File: src/rtl/booth_radix4_seq_mult.sv
// booth_radix4_seq_mult: sequential radix-4 Booth multiplier, one digit per cycle,
// signed or unsigned operands, valid/ready handshakes on both sides.
// Optional feature: define BOOTH_R4_EARLY_TERM_EN to finish as soon as the remaining
// Booth digits are all zero.
module booth_radix4_seq_mult #(
    parameter int N = 8
) (
    input  logic           clk,
    input  logic           rst_n,
    input  logic           in_valid,
    output logic           in_ready,
    input  logic [N-1:0]   multiplicand,
    input  logic [N-1:0]   multiplier,
    input  logic           is_signed,
    output logic           out_valid,
    input  logic           out_ready,
    output logic [2*N-1:0] product
);
    localparam int K  = N / 2 + 1;
    localparam int CW = $clog2(K + 1);

    typedef enum logic [1:0] {IDLE, CALC, DONE} state_t;

    state_t            state, state_next;
    logic [2*N+1:0]    m_sh, acc, pp, acc_next;
    logic [N+2:0]      b_sh;
    logic [CW-1:0]     cnt;
    logic [2:0]        w;
    logic              last;

    assign in_ready  = (state == IDLE);
    assign out_valid = (state == DONE);

    // Booth digit decode of the current window and the partial-product add
    always_comb begin
        w        = b_sh[2:0];
        pp       = (w == 3'b001 || w == 3'b010) ? m_sh :
                   (w == 3'b011)                ? (m_sh << 1) :
                   (w == 3'b100)                ? -(m_sh << 1) :
                   (w == 3'b101 || w == 3'b110) ? -m_sh : '0;
        acc_next = acc + pp;
`ifdef BOOTH_R4_EARLY_TERM_EN
        last     = (cnt == CW'(K - 1)) || (b_sh[N+2:2] == '0) || (&b_sh[N+2:2]);
`else
        last     = (cnt == CW'(K - 1));
`endif
    end

    // Next-state selection for the IDLE -> CALC -> DONE handshake loop
    always_comb begin
        state_next = state;
        state_next = (state == IDLE && in_valid)  ? CALC :
                     (state == CALC && last)      ? DONE :
                     (state == DONE && out_ready) ? IDLE : state;
    end

    // State register
    always_ff @(posedge clk) begin
        if (!rst_n) state <= IDLE;
        else        state <= state_next;
    end

    // Operand capture, digit iteration (multiplicand weight grows by 4 per digit) and result latch
    always_ff @(posedge clk) begin
        if (!rst_n) begin
            m_sh    <= '0;
            b_sh    <= '0;
            acc     <= '0;
            cnt     <= '0;
            product <= '0;
        end else if (state == IDLE && in_valid) begin
            m_sh    <= {{(N+2){is_signed & multiplicand[N-1]}}, multiplicand};
            b_sh    <= {{2{is_signed & multiplier[N-1]}}, multiplier, 1'b0};
            acc     <= '0;
            cnt     <= '0;
        end else if (state == CALC) begin
            acc     <= acc_next;
            m_sh    <= m_sh << 2;
            b_sh    <= {{2{b_sh[N+2]}}, b_sh[N+2:2]};
            cnt     <= cnt + 1'b1;
            if (last) product <= acc_next[2*N-1:0];
        end
    end
endmodule

File: config.mk
export PLATFORM = sky130hd
export DESIGN_NAME = booth_radix4_seq_mult
export DESIGN_NICKNAME = d
export VERILOG_FILES = /design/src/rtl/booth_radix4_seq_mult.sv
export SDC_FILE = /design/constraint.sdc
export NUM_CORES = 1
export LEC_CHECK = 0
export ABC_AREA = 1
export CAP_MARGIN = 30
export CORE_MARGIN = 2
export CORE_UTILIZATION = 45
export CTS_CLUSTER_SIZE = 25
export DETAILED_ROUTE_END_ITERATION = 10
export PLACE_DENSITY = 0.68
export SYNTH_ARGS = -nofsm -noshare
export SYNTH_HDL_FRONTEND = slang
export SYNTH_SLANG_ARGS = --single-unit
File: constraint.sdc
create_clock -name clk -period 6.19 [get_ports clk]
set_input_delay 0.9285 -clock clk [delete_from_list [all_inputs] [get_ports clk]]
set_output_delay 0.9285 -clock clk [all_outputs]
set_load 0.05 [all_outputs]
After elaboration in Yosys (flattened, before gate mapping)
Index checks and enable logic that the tools add are counted.
{ "word_totals": {"reg_bits": 68, "in_bits": 21, "output_inout_bits": 18, "wordCells": 48} }
{ "op_classes": {"n_reduce_logical": 11, "bitwise_logic": 4, "eq_ne": 9, "n_mux": 11, "addsub": 4} }
{ "ops": {"columns": ["op", "n"], "rows": [
  ["18-bit 2-to-1 mux", 6],
  ["18-bit negator", 2],
  ["18-bit adder", 1],
  ["3-bit equality test, second input constant", 4],
  ["11-bit 2-to-1 mux", 1],
  ["10-bit 2-to-1 mux", 1],
  ["3-bit by 2-bit equality test with 1-bit output, second input constant", 2],
  ["2-bit 2-to-1 mux", 2],
  ["2-bit nonzero test", 2],
  ["3-bit by 1-bit adder with 3-bit output, second input constant", 1],
  ["3-bit by 1-bit equality test with 1-bit output, second input constant", 1],
  ["1-bit logical AND", 3],
  ["3-bit AND reduction", 1],
  ["3-bit nonzero test", 1],
  ["1-bit AND", 2],
  ["2-bit by 1-bit equality test with 1-bit output, second input constant", 1],
  ["2-bit equality test, second input constant", 1],
  ["2-bit zero test", 1],
  ["1-bit logical OR", 2],
  ["1-bit inverter", 2],
  ["2-bit OR reduction", 1],
  ["1-bit 2-to-1 mux", 1]
]} }

Longest topological paths before layout
{ "depth": {"word_depth": 7, "ltp_mapped": 21, "mapped_depth_nobuf": 21} }

Worst setup path before layout
OpenSTA, ideal clock, no wires.
{ "synth_path": {"path_type": "reg2reg", "start": "register m_sh[0]", "end": "register product[13]", "t_required_ns": 6.134, "path_buffers": 0, "setup_ns": 0.056, "synth_period_minus_slack_ns": 2.693, "stages_incl_launch_ff": 20, "t_arrival_ns": 2.637, "setup_slack_ns": 3.497, "path_cell_list": "dfxtp_1 -> inv_1 -> ha_1 -> nand2_1 -> nor2_1 -> nand2_1 -> nor2_1 -> xor2_1 -> a221oi_1 -> o21ai_0 -> ha_1 -> a21o_1 -> nand2_1 -> nand3_1 -> a21oi_2 -> o21bai_1 -> or2_1 -> nand3_1 -> nand2_1 -> inv_1"} }
{ "synth_via": {"elab_chain_cells": 6, "elab_cells_between_ends": 7, "cone_classes": "3 x add/sub; 4 x mux"} }
{ "synth_rtl": {"columns": ["element", "line_no", "rtl"], "rows": [
  ["from (decl)", "25", "logic [2*N+1:0] m_sh, acc, pp, acc_next;"],
  ["from (signal assigned)", "72", "m_sh <= {{(N+2){is_signed & multiplicand[N-1]}}, multiplicand};"],
  ["from (signal assigned)", "78", "m_sh <= m_sh << 2;"],
  ["18-bit negator", "40", "(w == 3'b101 || w == 3'b110) ? -m_sh : '0;"],
  ["18-bit 2-to-1 mux", "40", null],
  ["18-bit 2-to-1 mux", "39", "(w == 3'b100) ? -(m_sh << 1) :"],
  ["18-bit 2-to-1 mux", "38", "(w == 3'b011) ? (m_sh << 1) :"],
  ["18-bit 2-to-1 mux *", "37", "pp = (w == 3'b001 || w == 3'b010) ? m_sh :"],
  ["18-bit adder *", "41", "acc_next = acc + pp;"],
  ["to (signal assigned)", "81", "if (last) product <= acc_next[2*N-1:0];"],
  ["to (decl)", "17", "output logic [2*N-1:0] product"]
]} }
Every way passes the cells marked *; elsewhere a longest branch is shown, timed or not.
A chain may end at the register's enable or synchronous reset.

Worst setup path in the final report
{ "layout_path": {"start": "register b_sh[1]", "end": "register acc[13]"} }
{ "layout_via": {"elab_chain_cells": 7, "elab_cells_between_ends": 13, "cone_classes": "1 x add/sub; 6 x eq/ne; 4 x mux; 2 x reduce/logical"} }
{ "layout_rtl": {"columns": ["element", "line_no", "rtl"], "rows": [
  ["from (decl)", "26", "logic [N+2:0] b_sh;"],
  ["from (signal assigned)", "73", "b_sh <= {{2{is_signed & multiplier[N-1]}}, multiplier, 1'b0};"],
  ["from (signal assigned)", "79", "b_sh <= {{2{b_sh[N+2]}}, b_sh[N+2:2]};"],
  ["3-bit equality test", "40", null],
  ["1-bit logical OR", "40", null],
  ["18-bit 2-to-1 mux", "40", null],
  ["18-bit 2-to-1 mux", "39", null],
  ["18-bit 2-to-1 mux", "38", null],
  ["18-bit 2-to-1 mux *", "37", null],
  ["18-bit adder *", "41", null],
  ["to (signal assigned)", "77", "acc <= acc_next;"],
  ["to (decl)", "25", null]
]} }
Marked as above.

==> key figures <==
Power
  – Tot Pwr: 1.055 mW
  – Sw Pwr: 0.3501 mW
  – Sequential Power Share: about 43%
  – Peak supply drop: 0.0001065 V
  – Pint: 0.7045 mW
  – PD cells: 228.1 nW/um^2
  – Logic pwr share: 23.1%
  – Pleak: 2.083 nW
  – Clock power share: 34.0%
  – Sw frac: 33.20%

Setup path
  – Worst flop-to-flop path endpoint: acc[13]
  – Slowest stage cell on the critical path: nor2_1
  – Setup crit start kind: register
  – Worst R2R Setup Slack: 3.02 ns
  – CP endpoint kind: register
  – Slowest stage delay, CP: 0.58 ns
  – Crit path cell chain: or2_4, nor2_1, inv_1, nor2_1, a221oi_1, o21ai_0, ha_1, a21o_1, nand2_1, nand3_1, a21oi_2, o21bai_1, or2_1, nand3_1, nand2_1, inv_1
  – R2R Path Start: b_sh[1]
  – CP Data Required Time: 6.49 ns
  – R2R cell count: 16
  – Crit path kind: register to register
  – Max Fanout on Critical Path: 12
  – CP arrival: roughly 3.5 ns

Finish
  – Final Util: 53.03%
  – Nets: 651
  – Register area: 1281 um^2
  – Layout area overhead: 14.50%
  – Finished Cell Area: 4624 um^2
  – Diode count: 0
  – Fill cell count: between 800 and 900
  – Area of the multi-input gates: 2335 um^2
  – Share of layout cells above drive strength 1: 8.618%

Yosys
  – Synthesized area: 4039 um^2
  – Area leader, netlist: dfxtp_1
  – Asr flop ratio synth: 0%
  – Yosys cell types: 45
  – Cell count after synthesis: 583
  – Synthesized flop and latch total: 64
  – Syn nets: 624
  – Seq/Total Area, Yosys: 31.72%
  – Ys flop type: dfxtp_1
  – Mapped Avg Cell Area: 6.928 um^2
  – Yosys top cell area share: 31.72%
  – Synth warn: 0
  – Area contributors post-synth: dfxtp_1 (32%), nand2_1 (11%), nor2_1 (7.5%)
  – Post-synth EDFFs: 0

Placed design
  – Port Buf Inserts: 38
  – Post-DP Area: between 4000 and 5000 um^2
  – Post-detail-place hpwl: around 7400 um
  – Routability cong.: 0.9038

Clocking
  – Hold_buf cts: 0
  – Worst-path clk slew: 0.07 ns
  – Post-CTS setup repair buffer count: 0
  – Inserted Clock Buffers: 9
  – H-Tree Depth: 3
  – Skew-Pair Late Insertion Delay: 0.35 ns
  – CTS Buffer Depth: 2
  – CTS tree: built
  – Resized Gates After CTS: 0
  – Clock Sinks: 64
  – Root Buffer: clkbuf_8

Floorplan
  – I/O pin cnt: 39
  – Starting Density: between 40% and 50%
  – Core area: 8721 um^2
  – Site Rows: 34
  – Die span in y: roughly 100 um
  – Die W: about 100 um
  – Full die area: slightly below 10,000 um^2

Outcome
  – Status: complete, no violations

Worst hold path
  – Hold Path Stages: 2
  – Hold Path Class: register to register
  – Hold endpoint: acc[0]
  – HP Start: acc[0]

Timing
  – Max Fclk: around 0.32 GHz
  – Tcrit/Tclk final: 51.23%
  – Setup TNS: 0 ns
  – Final Hold Viols: 0
  – Worst Skew: roughly 0.012 ns
  – RSZ-0062 raised after global routing: false
  – Final worst path period need: 3.171 ns
  – Final setup fails: 0
  – Max-Slew Margin vs Limit: 34.13%
  – Final Max Tran Viols: 0
  – Worst slew pin tran: 0.9871 ns

Drt
  – Vias per inst: around 5.3
  – Drt total wl: 10,010 um
  – M1 WL: 4982 um
  – Residual DRC: 0
  – Final ANT Viol Nets: 0
  – Avg WL per Cell: about 14 um
  – WL met2: ~4600 um
  – First-pass iteration count of the detailed router: 5
  – Met3 wire length: about 250 um
  – Via count: 3,861
  – DR top layer: met4
  – Initial DRC Count: between 150 and 200

GRT
  – Largest net degree at the start of global routing: 39
  – Initial antenna violation count: 0
  – Gr ovfl total: 0
  – First-pass GRT wire length: 16,960 um
  – Vias in the first global route: 3,628
  – Total GRT Usage: 21.26%

Run
  – Total of max-cap violations: 0
kinds of logic after synthesis:
logic type	after synthesis	share of synthesized area, %
compound gates	125	19.83
fa+ha+maj	20	6.382
simple gates	257	27.91
flops	64	31.72
buf+inv	100	10.47
xor+xnor	17	3.686
worst max path at each step:
| stage | startpoint | to | slack, ns | cells past startpoint |
|---|---|---|---|---|
| final | b_sh[1] | acc[13] | 3.02 | 16 |
| after global routing | b_sh[0] | acc[14] | 2.68 | 14 |
| after CTS | b_sh[1] | acc[13] | 3.05 | 17 |
| after detailed placement | in_valid | b_sh[1] | 3.05 | 6 |
| after global placement | in_valid | b_sh[1] | 3.01 | 6 |
| after floorplan | m_sh[0] | product[13] | 3.50 | 19 |
per-stage QoR:
step                setup slack [ns]  instances  hold slack (ns)
detailed placement             3.045        707           0.4651
floorplan                      3.497        583           0.4468
finish                         3.019        723           0.4701
CTS                            3.050        723           0.4760
global placement               3.014        707           0.4558
global route                   2.684        723           0.4870
power by group through the flow:
stage                     clock network (mW)  registers [mW]  logic, mW
final                                  0.359           0.452      0.243
after global routing                   0.390           0.455      0.274
after CTS                              0.370           0.452      0.243
after detailed placement                   0           0.462      0.241
after global placement                     0           0.461      0.241
after floorplan                            0           0.455      0.188
registers in the layout (all words and copies together), names as in the netlist:
register,cells
state,2
product,16
b_sh,11
acc,16
cnt,3
m_sh,16
Yosys cell counts (4+ instances only):
master and instances:
buf_6 4, o21ai_0 37, ha_1 19, inv_2 5, buf_2 10, dfxtp_1 64, a21o_1 6, nor2_1 81
a221oi_1 17, a31oi_1 12, o2111ai_1 5, xnor2_1 5, inv_1 72, xor2_1 12, a21oi_1 24, o211ai_1 6
nand3_1 28, nand2_1 115, nand2_2 6, nand3_2 7, clkbuf_1 5, nor2_2 7
cells in the final DEF, fill, tap and decap left out, types with 7 or more instances in the layout:
cell               n
clkdlybuf4s50_1   38
ha_1              19
a221oi_1          17
nor2_1            81
inv_1             72
a31oi_1           12
nand3_2            7
a21oi_1           24
dfxtp_1           64
nand3_1           28
nand2_1          115
clkbuf_8           9
o21ai_0           37
xor2_1            12
nor2_2             7
layer usage:
layer  vias up  GRT usage [%]
met2        60          34.01
met3        12          2.908
li1       1988              -
met4         0          7.165
met5         -              0
met1      1801          29.62
final cells by class:
type | instances | area share [%]
Sequential cell | 64 | 27.71
Clock buffer | 9 | 2.679
Inverter | 77 | 6.250
Timing Repair Buffer | 39 | 8.387
Tap cell | 108 | 2.922
Multi-Input combinational cell | 419 | 50.49
Clock inverter | 7 | 1.569
critical path: cells and delay by family, from the launching register on:
| kind | cells | cell delay (ns) |
|---|---|---|
| simple gates | 8 | 1.53 |
| fa+ha+maj | 1 | 0.32 |
| flops | 1 | 0.33 |
| buf+inv | 2 | 0.29 |
| compound gates | 5 | 0.67 |
Note: power is estimated with default switching activity, not from simulation.
